File: src/rtl/ila_readout_pkg.sv
// ila_readout_pkg: shared read latency, FSM encoding and sizing helper for the ILA readout
package ila_readout_pkg;
  localparam int READ_LAT = 2;
  localparam int CNT_W = $clog2(READ_LAT + 1);
  typedef enum logic [2:0] {RD_IDLE, RD_ADDR, RD_WAIT, RD_OUT, RD_DONE} rd_state_t;
  function automatic int ceil_div(input int a, input int b);
    return (a + b - 1) / b;
  endfunction
endpackage

File: src/rtl/ila_readout_if.sv
// ila_readout_if: control, core read port and output stream of the ILA readout sequencer
interface ila_readout_if import ila_readout_pkg::*; #(
  parameter int DATA_W = 32,
  parameter int SIGNAL_W = 64,
  parameter int BUFFER_W = 10
);
  localparam int WORDS = ceil_div(SIGNAL_W, DATA_W);
  localparam int SEL_W = DATA_W >= SIGNAL_W ? 1 : $clog2(WORDS);
  logic start, abort, busy, done;
  logic [BUFFER_W-1:0] samples, index;
  logic [SEL_W-1:0] value_select;
  logic [DATA_W-1:0] value, m_data;
  logic m_valid, m_ready, m_last;
  modport master(
    input start, abort, samples, value, m_ready,
    output busy, done, index, value_select, m_data, m_valid, m_last
  );
  modport slave(
    output start, abort, samples, value, m_ready,
    input busy, done, index, value_select, m_data, m_valid, m_last
  );
endinterface

File: src/rtl/ila_readout_addr.sv
// ila_readout_addr: nested sample-index / slice-select counter, slice is the inner loop
module ila_readout_addr #(
  parameter int BUFFER_W = 10,
  parameter int SEL_W = 1,
  parameter int WORDS = 2
) (
  input  logic                clk_i,
  input  logic                cke_i,
  input  logic                arst_i,
  input  logic                clear,
  input  logic                advance,
  input  logic [BUFFER_W-1:0] last_index,
  output logic [BUFFER_W-1:0] index,
  output logic [SEL_W-1:0]    sel,
  output logic                is_last
);
  logic wrap;
  assign wrap = sel == SEL_W'(WORDS - 1);
  assign is_last = wrap && index == last_index;
  always_ff @(posedge clk_i or posedge arst_i)
    if (arst_i) begin
      index <= '0;
      sel <= '0;
    end else if (cke_i && clear) begin
      index <= '0;
      sel <= '0;
    end else if (cke_i && advance) begin
      sel <= wrap ? '0 : sel + SEL_W'(1);
      index <= wrap ? index + BUFFER_W'(1) : index;
    end
endmodule

File: src/rtl/ila_readout.sv
// ila_readout: walks the ILA capture buffer through the core read port and streams every word
module ila_readout import ila_readout_pkg::*; #(
  parameter int DATA_W = 32,
  parameter int SIGNAL_W = 64,
  parameter int BUFFER_W = 10
) (
  input logic           clk_i,
  input logic           cke_i,
  input logic           arst_i,
  ila_readout_if.master io
);
  localparam int WORDS = ceil_div(SIGNAL_W, DATA_W);
  localparam int SEL_W = DATA_W >= SIGNAL_W ? 1 : $clog2(WORDS);
  rd_state_t state;
  logic [CNT_W-1:0] cnt;
  logic [BUFFER_W-1:0] last_index;
  logic is_last, kill, accept, advance;
  assign kill = io.abort && state != RD_IDLE;
  assign accept = state == RD_IDLE && io.start && !io.abort;
  assign advance = state == RD_OUT && io.m_ready && !io.m_last && !io.abort;
  assign io.busy = state != RD_IDLE;
  ila_readout_addr #(.BUFFER_W(BUFFER_W), .SEL_W(SEL_W), .WORDS(WORDS)) u_addr (
    .clk_i,
    .cke_i,
    .arst_i,
    .clear(kill || accept),
    .advance,
    .last_index,
    .index(io.index),
    .sel(io.value_select),
    .is_last
  );
  always_ff @(posedge clk_i or posedge arst_i)
    if (arst_i) begin
      state <= RD_IDLE;
      cnt <= '0;
      last_index <= '0;
      io.m_data <= '0;
      io.m_valid <= 1'b0;
      io.m_last <= 1'b0;
      io.done <= 1'b0;
    end else if (cke_i) begin
      io.done <= 1'b0;
      if (kill) begin
        state <= RD_IDLE;
        io.m_valid <= 1'b0;
        io.m_last <= 1'b0;
      end else
        case (state)
          RD_IDLE: if (accept) begin
            last_index <= io.samples - BUFFER_W'(1);
            state <= io.samples == '0 ? RD_DONE : RD_ADDR;
          end
          RD_ADDR: begin
            cnt <= '0;
            state <= RD_WAIT;
          end
          // value arrives READ_LAT cycles after the address set on entry to ADDR
          RD_WAIT: begin
            cnt <= cnt + CNT_W'(1);
            if (cnt == CNT_W'(READ_LAT - 1)) begin
              io.m_data <= io.value;
              io.m_valid <= 1'b1;
              io.m_last <= is_last;
              state <= RD_OUT;
            end
          end
          RD_OUT: if (io.m_ready) begin
            io.m_valid <= 1'b0;
            io.m_last <= 1'b0;
            state <= io.m_last ? RD_DONE : RD_ADDR;
          end
          RD_DONE: begin
            io.done <= 1'b1;
            state <= RD_IDLE;
          end
          default: state <= RD_IDLE;
        endcase
    end
endmodule

File: src/flat_wrapper.sv
// flat-port wrapper written by rule: the top's interface ports become plain ports
module ila_readout_flat import ila_readout_pkg::*;
#(
  parameter int DATA_W = 32,
  parameter int SIGNAL_W = 64,
  parameter int BUFFER_W = 10
)
  (clk_i, cke_i, arst_i, io_start, io_abort, io_samples, io_value, io_m_ready, io_busy, io_done, io_index, io_value_select, io_m_data, io_m_valid, io_m_last);
  ila_readout_if #(.DATA_W(DATA_W), .SIGNAL_W(SIGNAL_W), .BUFFER_W(BUFFER_W)) io_i ();
  input logic clk_i;
  input logic cke_i;
  input logic arst_i;
  input wire logic [$bits(io_i.start)-1:0] io_start;
  input wire logic [$bits(io_i.abort)-1:0] io_abort;
  input wire logic [$bits(io_i.samples)-1:0] io_samples;
  input wire logic [$bits(io_i.value)-1:0] io_value;
  input wire logic [$bits(io_i.m_ready)-1:0] io_m_ready;
  output wire logic [$bits(io_i.busy)-1:0] io_busy;
  output wire logic [$bits(io_i.done)-1:0] io_done;
  output wire logic [$bits(io_i.index)-1:0] io_index;
  output wire logic [$bits(io_i.value_select)-1:0] io_value_select;
  output wire logic [$bits(io_i.m_data)-1:0] io_m_data;
  output wire logic [$bits(io_i.m_valid)-1:0] io_m_valid;
  output wire logic [$bits(io_i.m_last)-1:0] io_m_last;
  assign io_i.start = io_start;
  assign io_i.abort = io_abort;
  assign io_i.samples = io_samples;
  assign io_i.value = io_value;
  assign io_i.m_ready = io_m_ready;
  assign io_busy = io_i.busy;
  assign io_done = io_i.done;
  assign io_index = io_i.index;
  assign io_value_select = io_i.value_select;
  assign io_m_data = io_i.m_data;
  assign io_m_valid = io_i.m_valid;
  assign io_m_last = io_i.m_last;
  ila_readout #(.DATA_W(DATA_W), .SIGNAL_W(SIGNAL_W), .BUFFER_W(BUFFER_W)) u_core (.clk_i(clk_i), .cke_i(cke_i), .arst_i(arst_i), .io(io_i));
endmodule
File: config.mk
export PLATFORM = sky130hd
export DESIGN_NAME = ila_readout_flat
export DESIGN_NICKNAME = d
export VERILOG_FILES = /design/src/rtl/ila_readout_pkg.sv /design/src/rtl/ila_readout_if.sv /design/src/rtl/ila_readout_addr.sv /design/src/rtl/ila_readout.sv /design/src/flat_wrapper.sv
export SDC_FILE = /design/constraint.sdc
export NUM_CORES = 1
export LEC_CHECK = 0
export ABC_AREA = 1
export BUFFER_PORTS_ARGS = -buffer_cell sky130_fd_sc_hd__buf_4
export CORE_MARGIN = 3
export CORE_UTILIZATION = 35
export CTS_BUF_LIST = sky130_fd_sc_hd__clkbuf_2
export DETAILED_ROUTE_END_ITERATION = 7
export PLACE_DENSITY = 0.57
export SLEW_MARGIN = 20
export SYNTH_ARGS = -nofsm -noshare
export SYNTH_HDL_FRONTEND = slang
export SYNTH_HIERARCHICAL = 1
export SYNTH_SLANG_ARGS = --single-unit
File: constraint.sdc
create_clock -name clk_i -period 3.5 [get_ports clk_i]
set_clock_uncertainty 0.15 [all_clocks]
set_input_delay 0.525 -clock clk_i [delete_from_list [all_inputs] [get_ports clk_i]]
set_output_delay 0.525 -clock clk_i [all_outputs]
set_load 0.01 [all_outputs]
Word level (Yosys, flattened, before mapping)
Cells that the tools add are included.
Word-level totals
  register bits after elaboration: 61
  input bits: 48
  output and inout port bits: 47
  word-level logic and storage cells: 71
Cells by class
  add/sub/neg operators: 4
  equal/unequal tests: 9
  muxes and demuxes: 23
  bitwise gates (word level): 1
  reductions and logical operators: 25
Operator list (number)
  2-to-1 mux 10 bit: 3
  2-to-1 mux 3 bit: 6
  AND reduction 4 bit: 4
  case mux 3 bit (4 select lines): 1
  adder 10 x 1 -> 10 bit (second input constant): 1
  equality test 10 bit: 1
  logical NOT 10 bit: 1
  2-to-1 mux 1 bit: 10
  subtractor 10 x 1 -> 10 bit (second input constant): 1
  logical AND 1 bit: 9
  equality test 3 x 2 -> 1 bit (second input constant): 2
  != test 3 x 1 -> 1 bit (second input constant): 2
  nonzero test 2 bit: 3
  nonzero test 3 bit: 2
  case mux 1 bit (2 select lines): 2
  case mux 2 bit (2 select lines): 1
  equality test 3 x 1 -> 1 bit (second input constant): 1
  equality test 3 bit (second input constant): 1
  logical NOT 3 bit: 1
  != test 3 x 2 -> 1 bit (second input constant): 1
  AND reduction 3 bit: 1
  adder 2 x 1 -> 2 bit (second input constant): 1
  equality test 2 x 1 -> 1 bit (second input constant): 1
  logical NOT 1 bit: 2
  4 further kinds: 4

Depth between registers and ports, before layout
Gate-level depths: netlist of the first run.
  depth after elaboration: 7
  gate-level depth with buffers: 11

Cells and area by module
The synthesis of the first run kept the hierarchy.
Modules (own cells, without submodules)
  ila_readout: times used 1, cells each 276, area an instance 2303.5 µm², sequential area each 1251.2 µm²
  ila_readout_addr: times used 1, cells each 128, area an instance 810.8 µm², sequential area each 275.3 µm²

Least setup slack after synthesis of the first run
Ideal clock, no wire load.
  path type: flip-flop to flip-flop
  start point: register u_core.state[2]
  end point: register u_core.u_addr.index[6]
  setup time: 0.119 ns
  arrival: 1.434 ns
  data required time: 3.231 ns
  slack: 1.797 ns
  stages on the path, launching flop included: 12
  buffers on the path: 1
  clock period less this slack: 1.703 ns
  cells stage by stage: dfrtp_1 inv_1 nand3_1 nor2_1 nand2_1 nor2_1 nand3_2 nand2_2 buf_6 nand3_1 nand2_1 nor2_1
Between the ends
  word-level cells in the longest chain between the ends: 7
Ends and longest elaborated chain
  from (decl): RTL line ila_readout.sv:14  | rd_state_t state;
  from (signal assigned): RTL line ila_readout.sv:52  | state <= io.samples == '0 ? RD_DONE : RD_ADDR;
  from (signal assigned): RTL line ila_readout.sv:71  | state <= io.m_last ? RD_DONE : RD_ADDR;
  equality test 3 x 2 -> 1 bit: RTL line ila_readout.sv:20  | assign advance = state == RD_OUT && io.m_ready && !io.m_last && !io.abort;
  logical AND 1 bit (3 in a row): RTL line ila_readout.sv:20
  via u_core.advance: RTL line ila_readout.sv:17  | logic is_last, kill, accept, advance;
  logical AND 1 bit: RTL line ila_readout_addr.sv:27  | end else if (cke_i && advance) begin
  nonzero test 2 bit (no source line)
  AND reduction 2 bit (no source line)
  to (signal assigned): RTL line ila_readout_addr.sv:29  | index <= wrap ? index + BUFFER_W'(1) : index;
  to (decl): RTL line ila_readout_addr.sv:13  | output logic [BUFFER_W-1:0] index,
The timed path passes the listed nets, and every way through them passes these cells.
A chain may end at the register's enable or synchronous reset.

Worst setup path after layout of the first run
  start point: register u_core.state[1]
  end point: register u_core.io.m_data[31]
Between the ends
  word-level cells in the longest chain between the ends: 4
Ends and longest elaborated chain
  nonzero test 3 bit: RTL line ila_readout.sv:18  | assign kill = io.abort && state != RD_IDLE;
  logical AND 1 bit: RTL line ila_readout.sv:18
  inverter 1 bit (no source line)
  AND reduction 4 bit (no source line) *
  to (signal assigned): RTL line ila_readout.sv:62  | io.m_data <= io.value;
  to (decl): RTL line ila_readout_if.sv:16  | output busy, done, index, value_select, m_data, m_valid, m_last
Mark *: on every way between the ends. The rest lies on a longest branch, timed or not.

==> results of run 1 <==
power by group through the flow:
| stage | registers (W) | clock network (W) | logic [W] |
|---|---|---|---|
| after floorplan | 0.00115 | 0 | 0.000476 |
| after global placement | 0.00111 | 0 | 0.000928 |
| after detailed placement | 0.00110 | 0 | 0.000945 |
| after CTS | 0.00110 | 0.000540 | 0.000944 |
| after global routing | 0.00113 | 0.000581 | 0.00106 |
| final | 0.00109 | 0.000524 | 0.000937 |
state kept, by name, summed over array words and instances (netlist names):
signal,flops
u_core/cnt,2
u_core/io.done,1
u_core/io.m_data,32
u_core/io.m_last,1
u_core/io.m_valid,1
u_core/last_index,10
u_core/state,3
u_core/u_addr/index,10
u_core/u_addr/sel,1
cell families (layout without fill, tap and decap cells):
| family | after synthesis | after routing |
|---|---|---|
| AND/OR/NAND/NOR | 253 | 253 |
| AO/OA/AOI/OAI | 29 | 29 |
| buffers and inverters | 51 | 158 |
| XOR/XNOR | 7 | 7 |
| flip-flops | 61 | 61 |
| adder cells (fa/ha/maj) | 3 | 3 |
synthesized netlist by cell type:
library cell and n:
sky130_fd_sc_hd__inv_2 4, sky130_fd_sc_hd__a21boi_0 1, sky130_fd_sc_hd__buf_8 1, sky130_fd_sc_hd__dfrtp_1 61, sky130_fd_sc_hd__ha_1 3, sky130_fd_sc_hd__buf_2 1
sky130_fd_sc_hd__xor2_1 3, sky130_fd_sc_hd__o22ai_1 1, sky130_fd_sc_hd__nor2_2 1, sky130_fd_sc_hd__nand2_1 179, sky130_fd_sc_hd__inv_1 37, sky130_fd_sc_hd__nand2_2 5
sky130_fd_sc_hd__nand3_1 23, sky130_fd_sc_hd__or2_2 1, sky130_fd_sc_hd__inv_4 1, sky130_fd_sc_hd__o21ai_0 15, sky130_fd_sc_hd__nor2_4 4, sky130_fd_sc_hd__nor2_1 31
sky130_fd_sc_hd__clkbuf_1 3, sky130_fd_sc_hd__o21ai_2 5, sky130_fd_sc_hd__xnor2_1 4, sky130_fd_sc_hd__o41ai_1 1, sky130_fd_sc_hd__nor3_1 1, sky130_fd_sc_hd__nand3_4 1
sky130_fd_sc_hd__nand4_4 1, sky130_fd_sc_hd__nand3_2 2, sky130_fd_sc_hd__nand4_1 4, sky130_fd_sc_hd__a21oi_1 6, sky130_fd_sc_hd__buf_6 4
worst min path at each step:
stage                              start  cells after the start                endpoint
finish                      io_value[24]                      3    u_core/io.m_data[24]
global route                io_value[11]                      3    u_core/io.m_data[11]
CTS                        io_samples[0]                      2    u_core/last_index[0]
detailed placement  u_core/last_index[3]                      2    u_core/last_index[3]
global placement    u_core/last_index[3]                      2    u_core/last_index[3]
floorplan                         arst_i                      1  u_core/u_addr/index[0]
cell usage in the layout, fill, tap and decap left out, drive strengths merged, types with 2 or more instances in the layout:
master and count:
clkinv 4, ha 3, nand4 5, xor2 3, dfrtp 61, clkbuf 9, a21oi 6, buf 94
nor2 36, dlygate4sd3 6, bufinv 2, o21ai 20, inv 42, xnor2 4, nand2 184, nand3 26
layer usage:
| metal | GRT usage | vias up |
|---|---|---|
| li1 | - | 1451 |
| met1 | 0.2050 | 1313 |
| met2 | 0.2452 | 77 |
| met3 | 0.05212 | 8 |
| met4 | 0.05699 | 0 |
| met5 | 0 | - |
worst max-delay path, delay by kind of cell, from the launching register on:
kind	cells	cell delay, ps
buf+inv	3	770
simple gates	5	900
flops	1	450
layout make-up:
type | count | area [um^2]
clock buffers | 9 | 45.04
multi-input cells | 292 | 1351
clock inverters | 7 | 98.84
flip-flops and latches | 61 | 1526
well taps | 105 | 131.4
fillers | 854 | 4343
repair buffers | 100 | 765.7
inverters | 42 | 161.4
through the flow:
stage	cells	total power [W]	setup slack [ps]
after global routing	616	0.002770	926.0
after floorplan	404	0.001629	1624
after CTS	611	0.002581	1089
final	616	0.002555	1161
after global placement	594	0.002040	1130
after detailed placement	594	0.002046	1061
==> Flow_metrics.wiki, run 1 <==
{| class="wikitable"
! Metric !! Value
|-
| Worst Tran Pin Value || 869.5 ps
|-
| Data arrival time of the critical path || 2590 ps
|-
| Residual DRC count || 0
|-
| Syn Area/Cell || between 7 and 8 um^2
|-
| Worst supply voltage drop on vdd || approximately 320 uV
|-
| Number of diodes || 0
|-
| Final critical-path required period || 2339 ps
|-
| Post-route setup TNS || 0 ps
|-
| Number of synthesis warnings || 6
|-
| Sw frac || 0.3695
|-
| Proportion of power drawn by the clock network || 0.205
|-
| Setup fix buffers added after clock tree synthesis || 0
|-
| Worst slack on hold paths || 72.94 ps
|-
| Timing endpoint of the critical path || u_core/io.m_data[31]
|-
| Clock-pin slew of the registers on the worst-case setup and hold paths || ~200 ps
|-
| CP Data Required Time || around 3800 ps
|-
| WS Path Type || reg -> reg
|-
| CTS tree || done
|-
| Die Width || 100.3 um
|-
| FF-to-FF Start || u_core/state[1]
|-
| CP Capture Type || register
|-
| Num rows || 33
|-
| Routed wire length on met2 || 3.448 mm
|-
| Wire length of the first global-routing pass || 12.58 mm
|-
| Area of the mapped netlist || roughly 3100 um^2
|-
| Proportion of power drawn by flip-flops and latches || 0.428
|-
| Xor/xnor share of the synthesized area || 0.01969
|-
| Reg-to-reg endpoint || u_core/io.m_data[31]
|-
| Area of the core || 8423 um^2
|-
| Syn_nets || 455
|-
| Uppermost signal routing layer after detailed routing || met4
|-
| Tcrit/Tclk final || 0.6682
|-
| Routed length on met1 || 3.531 mm
|-
| Via count of the first global-routing pass || 2,712
|-
| PostCTS Resize Cnt || 0
|-
| Global-route usage over all layers || 0.1576
|-
| Cell at the slowest stage of the critical path || sky130_fd_sc_hd__inv_2
|-
| Max Fanout on Critical Path || 34
|-
| Net count, final || 557
|-
| Violation count after the first detailed-routing iteration || 148
|-
| Area fraction in compound gates after synthesis || 0.05504
|-
| Starting Density || 0.3697
|-
| Cells traversed along the worst timing path || inv_2 > nor2_4 > inv_2 > nor2_4 > nand4_4 > inv_2 > nand2_1 > nand2_1
|-
| Port-buffer cells || 94
|-
| HPWL after detailed placement || 5.525 mm
|-
| Status || finished clean
|-
| Number of vias per cell after detailed routing || 4.625
|-
| Critical path startpoint category || register
|-
| Top Ports || 95
|-
| Tightest Hold Check Type || in -> reg
|-
| Area after detailed placement || 3875 um^2
|-
| DRT Wirelength || 7.637 mm
|-
| Count of H-tree levels built during CTS || 3
|-
| Number of max-capacitance violations reported || 0
|-
| Fmax || around 0.43 GHz
|-
| Worst-case register-to-register setup slack || 1160 ps
|-
| Number of max-slew violations in the final report || 0
|-
| Clock root buffer master || sky130_fd_sc_hd__clkbuf_2
|-
| Area fraction of the dominant cell type after synthesis || 0.4902
|-
| Layout overhead on the synthesized area || 31.02%
|-
| Max_slew headroom || 0.4203
|-
| Fraction of the mapped netlist area in simple logic gates || 0.3471
|-
| Number of instances in the synthesized netlist || 404
|-
| Count of endpoints failing hold in the final timing report || 0
|-
| Source of the critical timing path || u_core/state[1]
|-
| FF-to-FF path depth || 8
|-
| Met3 wire length || 570 um
|-
| Power density cells || 626.3 nW/um^2
|-
| Unrepaired setup endpoints after global routing || false
|-
| Register bit total from synthesis || 61
|-
| Combinational share of power || 0.367
|-
| Proportion of layout cells with a drive suffix above 1 || 0.2661
|-
| Library cell with the largest summed area after synthesis || sky130_fd_sc_hd__dfrtp_1
|-
| Number of distinct library cell variants in the gate-level netlist after synthesis || 29
|-
| Sequential-to-total area share from yosys stat || 0.4902
|-
| Clk sinks || 61
|-
| Drt pass-1 iters || 4
|-
| Internal || 0.001611 W
|-
| Non-Filler Cell Area, Final || 4080 um^2
|-
| Final setup viols || 0
|-
| Initial antenna violation count || 0
|-
| Synth Area in Adders || 0.01205
|-
| Deepest clock path buffer count || 2
|-
| Inserted Clock Buffers || 9
|-
| WL/cell || 12.40 um
|-
| Most repeated library cell on the critical path || sky130_fd_sc_hd__inv_2
|-
| Clock latency at the later pin of the worst-skew pair || 470 ps
|-
| Largest family of logic cells by synthesized area || simple AND/OR/NAND/NOR gates
|-
| Via count of the routed design || 2,849
|-
| Floorplan die height || between 100 and 150 um
|-
| Cell types with the largest area share after synthesis || sky130_fd_sc_hd__dfrtp_1 49%, sky130_fd_sc_hd__nand2_1 22%, sky130_fd_sc_hd__inv_1 4.5%, sky130_fd_sc_hd__nor2_1 3.7%, sky130_fd_sc_hd__nand3_1 3.7%
|-
| Share of cell area taken by muxes after synthesis || 0
|-
| Final RePlAce weighted congestion || 0.8525
|-
| Largest net degree at the start of global routing || 51
|-
| Number of hold buffers added after cts || 1
|-
| Slowest stage delay, CP || approximately 630 ps
|-
| Util after Layout || 0.4844
|-
| Floorplan die area || just over 10,000 um^2
|-
| Count of antenna-violating nets left after detailed routing || 0
|-
| Remaining global-route overflow || 0
|-
| Net switching power figure || 0.0009442 W
|-
| Leakage power total || 2.285 nW
|}
No activity file was read; power rests on OpenSTA's default activity.
==> run 2, diff against run 1 <==
- ABC_AREA: 1 -> 0
- PLACE_DENSITY: 0.57 -> 0.6
- clock period: 3.5 -> 1.95 ns (I/O delays scaled with it)
==> Flow_metrics.wiki, run 2 <==
{| class="wikitable"
! Metric !! Value
|-
| Status || complete, but fails checks
|-
| Failing checks || setup timing
|-
| Number of instances in the synthesized netlist || 265 (-34%)
|-
| Cells traversed along the worst timing path || dlygate4sd3_1 > buf_4 > or4b_2 > o41ai_1 > o21ai_0
|-
| CP Capture Type || register
|-
| Port-buffer cells || 94 (unchanged)
|-
| Critical path's top delay family || buffers and inverters
|-
| Dominant synthesized flop cell || sky130_fd_sc_hd__dfrtp_1
|-
| Violation count after the first detailed-routing iteration || 122 (-18%)
|-
| Async SR Flop Fraction || 1.000 (unchanged)
|-
| Top Ports || 95 (unchanged)
|-
| Syn_nets || 316 (-31%)
|-
| Number of diodes || 0 (unchanged)
|-
| Count of antenna-violating nets left after detailed routing || 0 (unchanged)
|-
| Fmax || 0.5020 GHz
|-
| Num rows || 33 (unchanged)
|-
| Worst-case register-to-register setup slack || -30 ps (-1190 ps)
|-
| Register bit total from synthesis || 61 (unchanged)
|-
| Library cell with the largest summed area after synthesis || sky130_fd_sc_hd__dfrtp_1
|-
| DRT Wirelength || 8.301 mm (+8.7%)
|-
| Layout overhead on the synthesized area || 56.60%
|-
| Die Width || 98.34 um (-2.0%)
|-
| Number of synthesis warnings || 6 (unchanged)
|-
| Net count, final || 480 (-14%)
|-
| Final-layout fill cell count || 725 (-15%)
|-
| Power density cells || 1046 nW/um^2 (+67%)
|-
| Number of max-capacitance violations reported || 0 (unchanged)
|-
| Slowest stage delay, CP || 710 ps (+80 ps)
|-
| Residual DRC count || 0 (unchanged)
|-
| Initial antenna violation count || 0 (unchanged)
|-
| Area fraction of the dominant cell type after synthesis || 0.5115 (+0.02137)
|-
| Commonest cells after routing, fill and taps aside || 117 x sky130_fd_sc_hd__buf_4, 58 x sky130_fd_sc_hd__dfrtp_1, 44 x sky130_fd_sc_hd__dlygate4sd3_1
|-
| Wire length of the first global-routing pass || 13.82 mm (+9.9%)
|-
| Drt pass-1 iters || 4 (unchanged)
|-
| Largest net degree at the start of global routing || 26 (-49%)
|-
| Max_slew headroom || 0.7057 (+0.2853)
|-
| Non-Filler Cell Area, Final || 4673 um^2 (+15%)
|-
| Count of H-tree levels built during CTS || 3 (unchanged)
|-
| Leakage power total || 2.176 nW (-4.8%)
|-
| Total area of multi-input combinational cells || 1404 um^2 (+3.9%)
|-
| Proportion of layout cells with a drive suffix above 1 || 0.4411 (+0.1750)
|-
| Buffers and inverters on the worst path || 2 (-1)
|-
| Floorplan die area || 9670 um^2 (-3.9%)
|-
| Via count of the routed design || 2,631 (-7.7%)
|-
| Final critical-path required period || 1992 ps
|-
| HPWL after detailed placement || 5.580 mm (+0.99%)
|-
| Number of enable-type register cells in the synthesized netlist || 0 (unchanged)
|-
| Via count of the first global-routing pass || 2,751 (+1.4%)
|-
| Worst supply voltage drop on vdd || 658.5 uV (+100%)
|-
| Largest register FFs || 32 (unchanged)
|-
| Largest registers ranked by flip-flop count || u_core/io.m_data x32, u_core/last_index x10, u_core/u_addr/index x10
|-
| Number of max-slew violations in the final report || 0 (unchanged)
|-
| Number of stages on the worst setup path || 5 (-3)
|-
| CTS tree || done
|-
| Util after Layout || 0.5659 (+0.08151)
|-
| Final setup viols || 17 (+17)
|-
| Tcrit/Tclk final || 1.022
|-
| Cell types with the largest area share after synthesis || sky130_fd_sc_hd__dfrtp_1 51%, sky130_fd_sc_hd__mux2_2 12%, sky130_fd_sc_hd__xnor2_1 4.7%, sky130_fd_sc_hd__o21ai_0 2.9%, sky130_fd_sc_hd__nand2_1 2.8%
|-
| Area taken by flip-flops and latches || 1530 um^2 (+0.25%)
|-
| Critical path startpoint category || input port
|-
| Starting Density || 0.3614 (-0.008363)
|-
| Clock latency at the later pin of the worst-skew pair || 460 ps (about the same)
|-
| Worst Tran Pin Value || 441.0 ps (-428.5 ps)
|-
| Deepest clock path buffer count || 2 (unchanged)
|-
| Syn Area/Cell || 11.26 um^2 (+46%)
|-
| CP Data Required Time || 2140 ps (-1610 ps)
|-
| WL/cell || 15.43 um (+24%)
|-
| Most flop-heavy register || u_core/io.m_data
|-
| Clk sinks || 61 (unchanged)
|-
| Most frequent standard cell in the layout excluding fill and tap cells || sky130_fd_sc_hd__buf_4
|-
| WS Path Type || in -> reg
|-
| Clock-pin slew of the registers on the worst-case setup and hold paths || 180 ps (-20 ps)
|-
| Number of distinct library cell variants in the gate-level netlist after synthesis || 48 (+66%)
|-
| Final Total Pwr || 0.004890 W (+91%)
|-
| Most used standard cell by instance count after synthesis || sky130_fd_sc_hd__dfrtp_1
|-
| Cell at the slowest stage of the critical path || sky130_fd_sc_hd__or4b_2
|-
| Global-route usage over all layers || 0.1764 (+0.01876)
|-
| Reg-to-reg endpoint || u_core/io.m_data[3]
|-
| Final worst setup slack || -42.20 ps (-1203 ps)
|-
| FF-to-FF path depth || 5 (-3)
|-
| FF-to-FF Start || u_core/state[2]
|-
| Tightest Hold Check Type || in -> reg
|-
| Source of the critical timing path || io_samples[4]
|-
| Sequential-to-total area share from yosys stat || 0.5115 (+0.02137)
|-
| Data arrival time of the critical path || 2180 ps (-410 ps)
|-
| Max Fanout on Critical Path || 5 (-85%)
|-
| Area of the mapped netlist || 2984 um^2 (-4.2%)
|-
| Remaining global-route overflow || 0 (unchanged)
|-
| Area of the core || 8258 um^2 (-2.0%)
|-
| Top cells by count, synth || 61 x sky130_fd_sc_hd__dfrtp_1, 32 x sky130_fd_sc_hd__mux2_2, 22 x sky130_fd_sc_hd__nand2_1, 17 x sky130_fd_sc_hd__o21ai_0, 16 x sky130_fd_sc_hd__xnor2_1
|-
| Clock root buffer master || sky130_fd_sc_hd__clkbuf_2
|-
| Area after detailed placement || 3979 um^2 (+2.7%)
|-
| Final RePlAce weighted congestion || 0.8171 (-4.2%)
|-
| Count of endpoints failing hold in the final timing report || 0 (unchanged)
|-
| Number of vias per cell after detailed routing || 4.890 (+5.7%)
|-
| Inserted Clock Buffers || 9 (unchanged)
|-
| Floorplan die height || 98.34 um (-2.0%)
|-
| Unrepaired setup endpoints after global routing || true
|-
| Timing endpoint of the critical path || u_core/state[0]
|}
## run 2: where the power goes
part	total (W)	switching, W	internal [W]
combinational	0.00197	0.000830	0.00114
sequential	0.00204	0.000318	0.00173
clock	0.000878	0.000460	0.000417
total	0.00489	0.00161	0.00328
## run 2: cells by family after synthesis
group / after synthesis / synth area share
AOI/OAI and AO/OA: 45 / 0.09434
and+or+nand+nor: 74 / 0.1413
DFF: 61 / 0.5115
muxes: 37 / 0.1375
adders and majority gates: 3 / 0.01258
xor gates and xnor gates: 19 / 0.05577
buffers and inverters: 26 / 0.04696
## run 2: layer usage
layer | track usage | up-vias | routed length [um]
met5 | 0 | - | 0
met4 | 0.04097 | 0 | 78
met3 | 0.06643 | 7 | 628
met2 | 0.2871 | 87 | 4043
met1 | 0.2237 | 1261 | 3550
li1 | - | 1276 | -
## run 2: worst reg2reg max path, cell delays in order (launching register included)
cell,delay (ps)
sky130_fd_sc_hd__dfrtp_2,480
sky130_fd_sc_hd__or3b_4,430
sky130_fd_sc_hd__nor4_4,160
sky130_fd_sc_hd__buf_4,170
sky130_fd_sc_hd__buf_4,170
sky130_fd_sc_hd__mux2_2,340
## run 2: final cells by class
type,instances,share of cell area
Sequential cell,61,0.3274
Timing Repair Buffer,168,0.3076
Multi-Input combinational cell,178,0.3004
Tap cell,105,0.02811
Clock inverter,5,0.01633
Clock buffer,10,0.01071
Inverter,11,0.009371
## run 2: metrics by stage
stage               TNS [ps]  hold slack, ps  worst slack, ps  instances
floorplan              -5624          -5.062           -179.4        265
global placement      -219.3           164.2           -58.84        474
detailed placement    -425.9           160.7           -103.3        474
CTS                   -322.1           6.982           -31.19        533
global route           -2706           5.827           -117.1        538
finish                -284.8           61.77           -42.20        538
## run 2: how the worst min path moves through the flow
stage / to / startpoint / cells past startpoint
6_report: u_core/last_index[3] / io_samples[1] / 4
5_1_grt: u_core/last_index[1] / io_samples[1] / 4
4_1_cts: u_core/last_index[3] / io_samples[1] / 4
3_5_place_dp: u_core/state[1] / arst_i / 2
3_3_place_gp: u_core/state[1] / arst_i / 2
2_1_floorplan: u_core/u_addr/index[0] / arst_i / 1
## run 2: what timing repair did
item                                    4_1_cts  5_1_grt
gates cloned                                  0        1
hold buffers                                 44        0
pin swaps                                     1        3
endpoints found under the hold margin       104        0
endpoints found under the setup margin       16       42
setup buffers                                 0        4
gates resized for setup                       4       17
==> run 3, diff against run 2 <==
--- a/config.mk
+++ b/config.mk
@@ -13,4 +13,6 @@
 export DETAILED_ROUTE_END_ITERATION = 7
 export PLACE_DENSITY = 0.6
+export SETUP_SLACK_MARGIN = 0.05
+export SKIP_CTS_REPAIR_TIMING = 1
 export SLEW_MARGIN = 20
 export SYNTH_ARGS = -nofsm -noshare
==> constraint.sdc (replaced) <==
create_clock -name clk_i -period 1.95 [get_ports clk_i]
set_clock_uncertainty 0.15 [all_clocks]
set_input_delay 0.195 -clock clk_i [delete_from_list [all_inputs] [get_ports clk_i]]
set_output_delay 0.195 -clock clk_i [all_outputs]
set_load 0.01 [all_outputs]
==> Flow_metrics.wiki, run 3 (synthesized netlist as in run 2, its figures left out) <==
{| class="wikitable"
! Metric !! Value
|-
| Floorplan die height || 98.34 um (unchanged)
|-
| Critical path's top delay family || simple AND/OR/NAND/NOR gates
|-
| Net count, final || 492 (+2.5%)
|-
| Final setup viols || 14 (-3)
|-
| Final worst setup slack || -34.28 ps (+7.912 ps)
|-
| Hold path startpoint || io_samples[1]
|-
| Buffers and inverters on the worst path || 2 (unchanged)
|-
| Count of antenna-violating nets left after detailed routing || 0 (unchanged)
|-
| Cell at the slowest stage of the critical path || sky130_fd_sc_hd__dfrtp_2
|-
| Failing checks || setup timing
|-
| CTS tree || done
|-
| End of the worst hold path || u_core/last_index[3]
|-
| Global-route usage over all layers || 0.1587 (-0.01763)
|-
| WL/cell || 16.04 um (+3.9%)
|-
| Count of H-tree levels built during CTS || 3 (unchanged)
|-
| Area of the core || 8258 um^2 (unchanged)
|-
| HPWL after detailed placement || 5.454 mm (-2.2%)
|-
| Commonest cells after routing, fill and taps aside || 120 x sky130_fd_sc_hd__buf_4, 59 x sky130_fd_sc_hd__dfrtp_1, 49 x sky130_fd_sc_hd__dlygate4sd3_1
|-
| Post-route setup TNS || -255.7 ps (+29.09 ps)
|-
| Largest net degree at the start of global routing || 35 (+35%)
|-
| Number of max-slew violations in the final report || 0 (unchanged)
|-
| Worst Tran Pin Value || 497.0 ps (+55.98 ps)
|-
| FF-to-FF Start || u_core/state[2]
|-
| Port-buffer cells || 94 (unchanged)
|-
| Via count of the routed design || 2,739 (+4.1%)
|-
| Proportion of power drawn by the clock network || 0.194 (+0.015)
|-
| Worst supply voltage drop on vdd || 690.5 uV (+4.8%)
|-
| Count of endpoints failing hold in the final timing report || 0 (unchanged)
|-
| Sw frac || 0.3168 (-0.01218)
|-
| Via count of the first global-routing pass || 2,650 (-3.7%)
|-
| CP Capture Type || register
|-
| Number of vias per cell after detailed routing || 4.971 (+1.6%)
|-
| Reg-to-reg endpoint || u_core/io.m_data[7]
|-
| Largest registers ranked by flip-flop count || u_core/io.m_data x32, u_core/last_index x10, u_core/u_addr/index x10
|-
| Max Fanout on Critical Path || 8 (+3)
|-
| Most flop-heavy register || u_core/io.m_data
|-
| Die Width || 98.34 um (unchanged)
|-
| Initial antenna violation count || 0 (unchanged)
|-
| Slowest stage delay, CP || 470 ps (-240 ps)
|-
| Routed length on met1 || 3.830 mm (+7.9%)
|-
| Met3 wire length || 731 um (+16%)
|-
| Floorplan die area || 9670 um^2 (unchanged)
|-
| Status || complete, but fails checks
|-
| Final critical-path required period || 1984 ps (-7.912 ps)
|-
| Routed wire length on met2 || 4.134 mm (+2.3%)
|-
| CP Data Required Time || 2170 ps (+30 ps)
|-
| Fmax || 0.5040 GHz (+0.40%)
|-
| Final Total Pwr || 0.005306 W (+8.5%)
|-
| Leakage power total || 2.337 nW (+7.4%)
|-
| Residual DRC count || 0 (unchanged)
|-
| DRT Wirelength || 8.837 mm (+6.5%)
|-
| Tcrit/Tclk final || 1.018 (-0.004057)
|-
| Uppermost signal routing layer after detailed routing || met4
|-
| Starting Density || 0.3614 (unchanged)
|-
| Number of diodes || 0 (unchanged)
|-
| Tightest Hold Check Type || in -> reg
|-
| FF-to-FF path depth || 5 (unchanged)
|-
| Deepest clock path buffer count || 2 (unchanged)
|-
| Unrepaired setup endpoints after global routing || true
|-
| Inserted Clock Buffers || 9 (unchanged)
|-
| Most frequent standard cell in the layout excluding fill and tap cells || sky130_fd_sc_hd__buf_4
|-
| Clock root buffer master || sky130_fd_sc_hd__clkbuf_2
|-
| Worst-case register-to-register setup slack || -30 ps (about the same)
|-
| Violation count after the first detailed-routing iteration || 105 (-14%)
|-
| Num rows || 33 (unchanged)
|-
| Top Ports || 95 (unchanged)
|-
| Internal || 0.003625 W (+10%)
|-
| Clock latency at the later pin of the worst-skew pair || 490 ps (+30 ps)
|-
| Drt pass-1 iters || 4 (unchanged)
|-
| Net switching power figure || 0.001681 W (+4.5%)
|-
| Cells traversed along the worst timing path || or3b_4 > nor4_4 > buf_6 > clkbuf_16 > mux2_4
|-
| Combinational share of power || 0.416 (+0.014)
|-
| Max_slew headroom || 0.6682 (-0.03748)
|-
| Proportion of layout cells with a drive suffix above 1 || 0.4529 (+0.01181)
|-
| Proportion of power drawn by flip-flops and latches || 0.390 (-0.028)
|-
| Clock-pin slew of the registers on the worst-case setup and hold paths || 190 ps (about the same)
|-
| WS Path Type || reg -> reg
|-
| Number of max-capacitance violations reported || 0 (unchanged)
|-
| Remaining global-route overflow || 0 (unchanged)
|-
| Power density cells || 1067 nW/um^2 (+2.0%)
|-
| Layout overhead on the synthesized area || 66.67%
|-
| Clk sinks || 61 (unchanged)
|-
| Final-layout fill cell count || 678 (-6.5%)
|-
| Largest register FFs || 32 (unchanged)
|-
| Critical path startpoint category || register
|-
| Data arrival time of the critical path || 2210 ps (+30 ps)
|-
| Wire length of the first global-routing pass || 12.47 mm (-9.8%)
|-
| Post-place setup slack || -74.72 ps (+28.56 ps)
|-
| Final RePlAce weighted congestion || 0.7959 (-2.6%)
|-
| Worst hold stages || 5 (+1)
|-
| Worst slack on hold paths || 83.64 ps (+21.87 ps)
|}
[run 3: cell count changes in the layout (fill, tap and decap cells not counted), moves of 3 or more]
cell                            delta
sky130_fd_sc_hd__mux2_4           +32
sky130_fd_sc_hd__buf_6             +3
sky130_fd_sc_hd__dlygate4sd3_1     +5
sky130_fd_sc_hd__mux2_2           -32
sky130_fd_sc_hd__buf_4             +3
[run 3: worst max path at each step]
| stage | startpoint | cells after the start | to | slack, ps |
|---|---|---|---|---|
| 2_1_floorplan | u_core/state[2] | 6 | u_core/io.m_data[0] | -180 |
| 3_3_place_gp | u_core/state[0] | 6 | u_core/u_addr/index[8] | -40 |
| 3_5_place_dp | u_core/state[1] | 6 | u_core/u_addr/index[7] | -70 |
| 4_1_cts | u_core/state[1] | 6 | u_core/u_addr/index[9] | -120 |
| 5_1_grt | u_core/state[2] | 5 | u_core/io.m_data[11] | -80 |
| 6_report | u_core/state[2] | 5 | u_core/io.m_data[7] | -30 |
[run 3: power by group through the flow]
stage	logic, W	registers, W	clock network (W)
final	0.00221	0.00207	0.00103
after global placement	0.00179	0.00202	0
after CTS	0.00182	0.00202	0.00106
after detailed placement	0.00182	0.00204	0
after global routing	0.00240	0.00212	0.00111
after floorplan	0.000817	0.00214	0
[run 3: per-stage QoR]
step / instances / cell area (um^2) / util
after detailed placement: 475 / 3965 / 0.4802
after CTS: 491 / 4119 / 0.4988
final: 551 / 4974 / 0.6023
after floorplan: 265 / 3040 / -
after global placement: 475 / 3965 / 0.4802
after global routing: 551 / 4974 / 0.6023
[run 3: per-layer routing]
metal  vias to the layer above  global-route usage
li1                       1300                   -
met1                      1332              0.1997
met2                        96              0.2402
met3                        11             0.07786
met4                         0             0.05042
met5                         -                   0
[run 3: cell type report]
| type | count | area, um^2 | share of cell area |
|---|---|---|---|
| clock buffer | 11 | 55.05 | 0.01107 |
| inverter | 11 | 41.29 | 0.008302 |
| sequential | 61 | 1529 | 0.3074 |
| timing repair buffer | 180 | 1569 | 0.3155 |
| multi-input combinational | 178 | 1549 | 0.3114 |
| clock inverter | 5 | 98.84 | 0.01987 |
| tap | 105 | 131.4 | 0.02642 |
[run 3: worst min-delay path, delay by kind of cell]
| kind | cells | cell delay, ps |
|---|---|---|
| AO/OA/AOI/OAI | 3 | 320 |
| buffers and inverters | 2 | 190 |
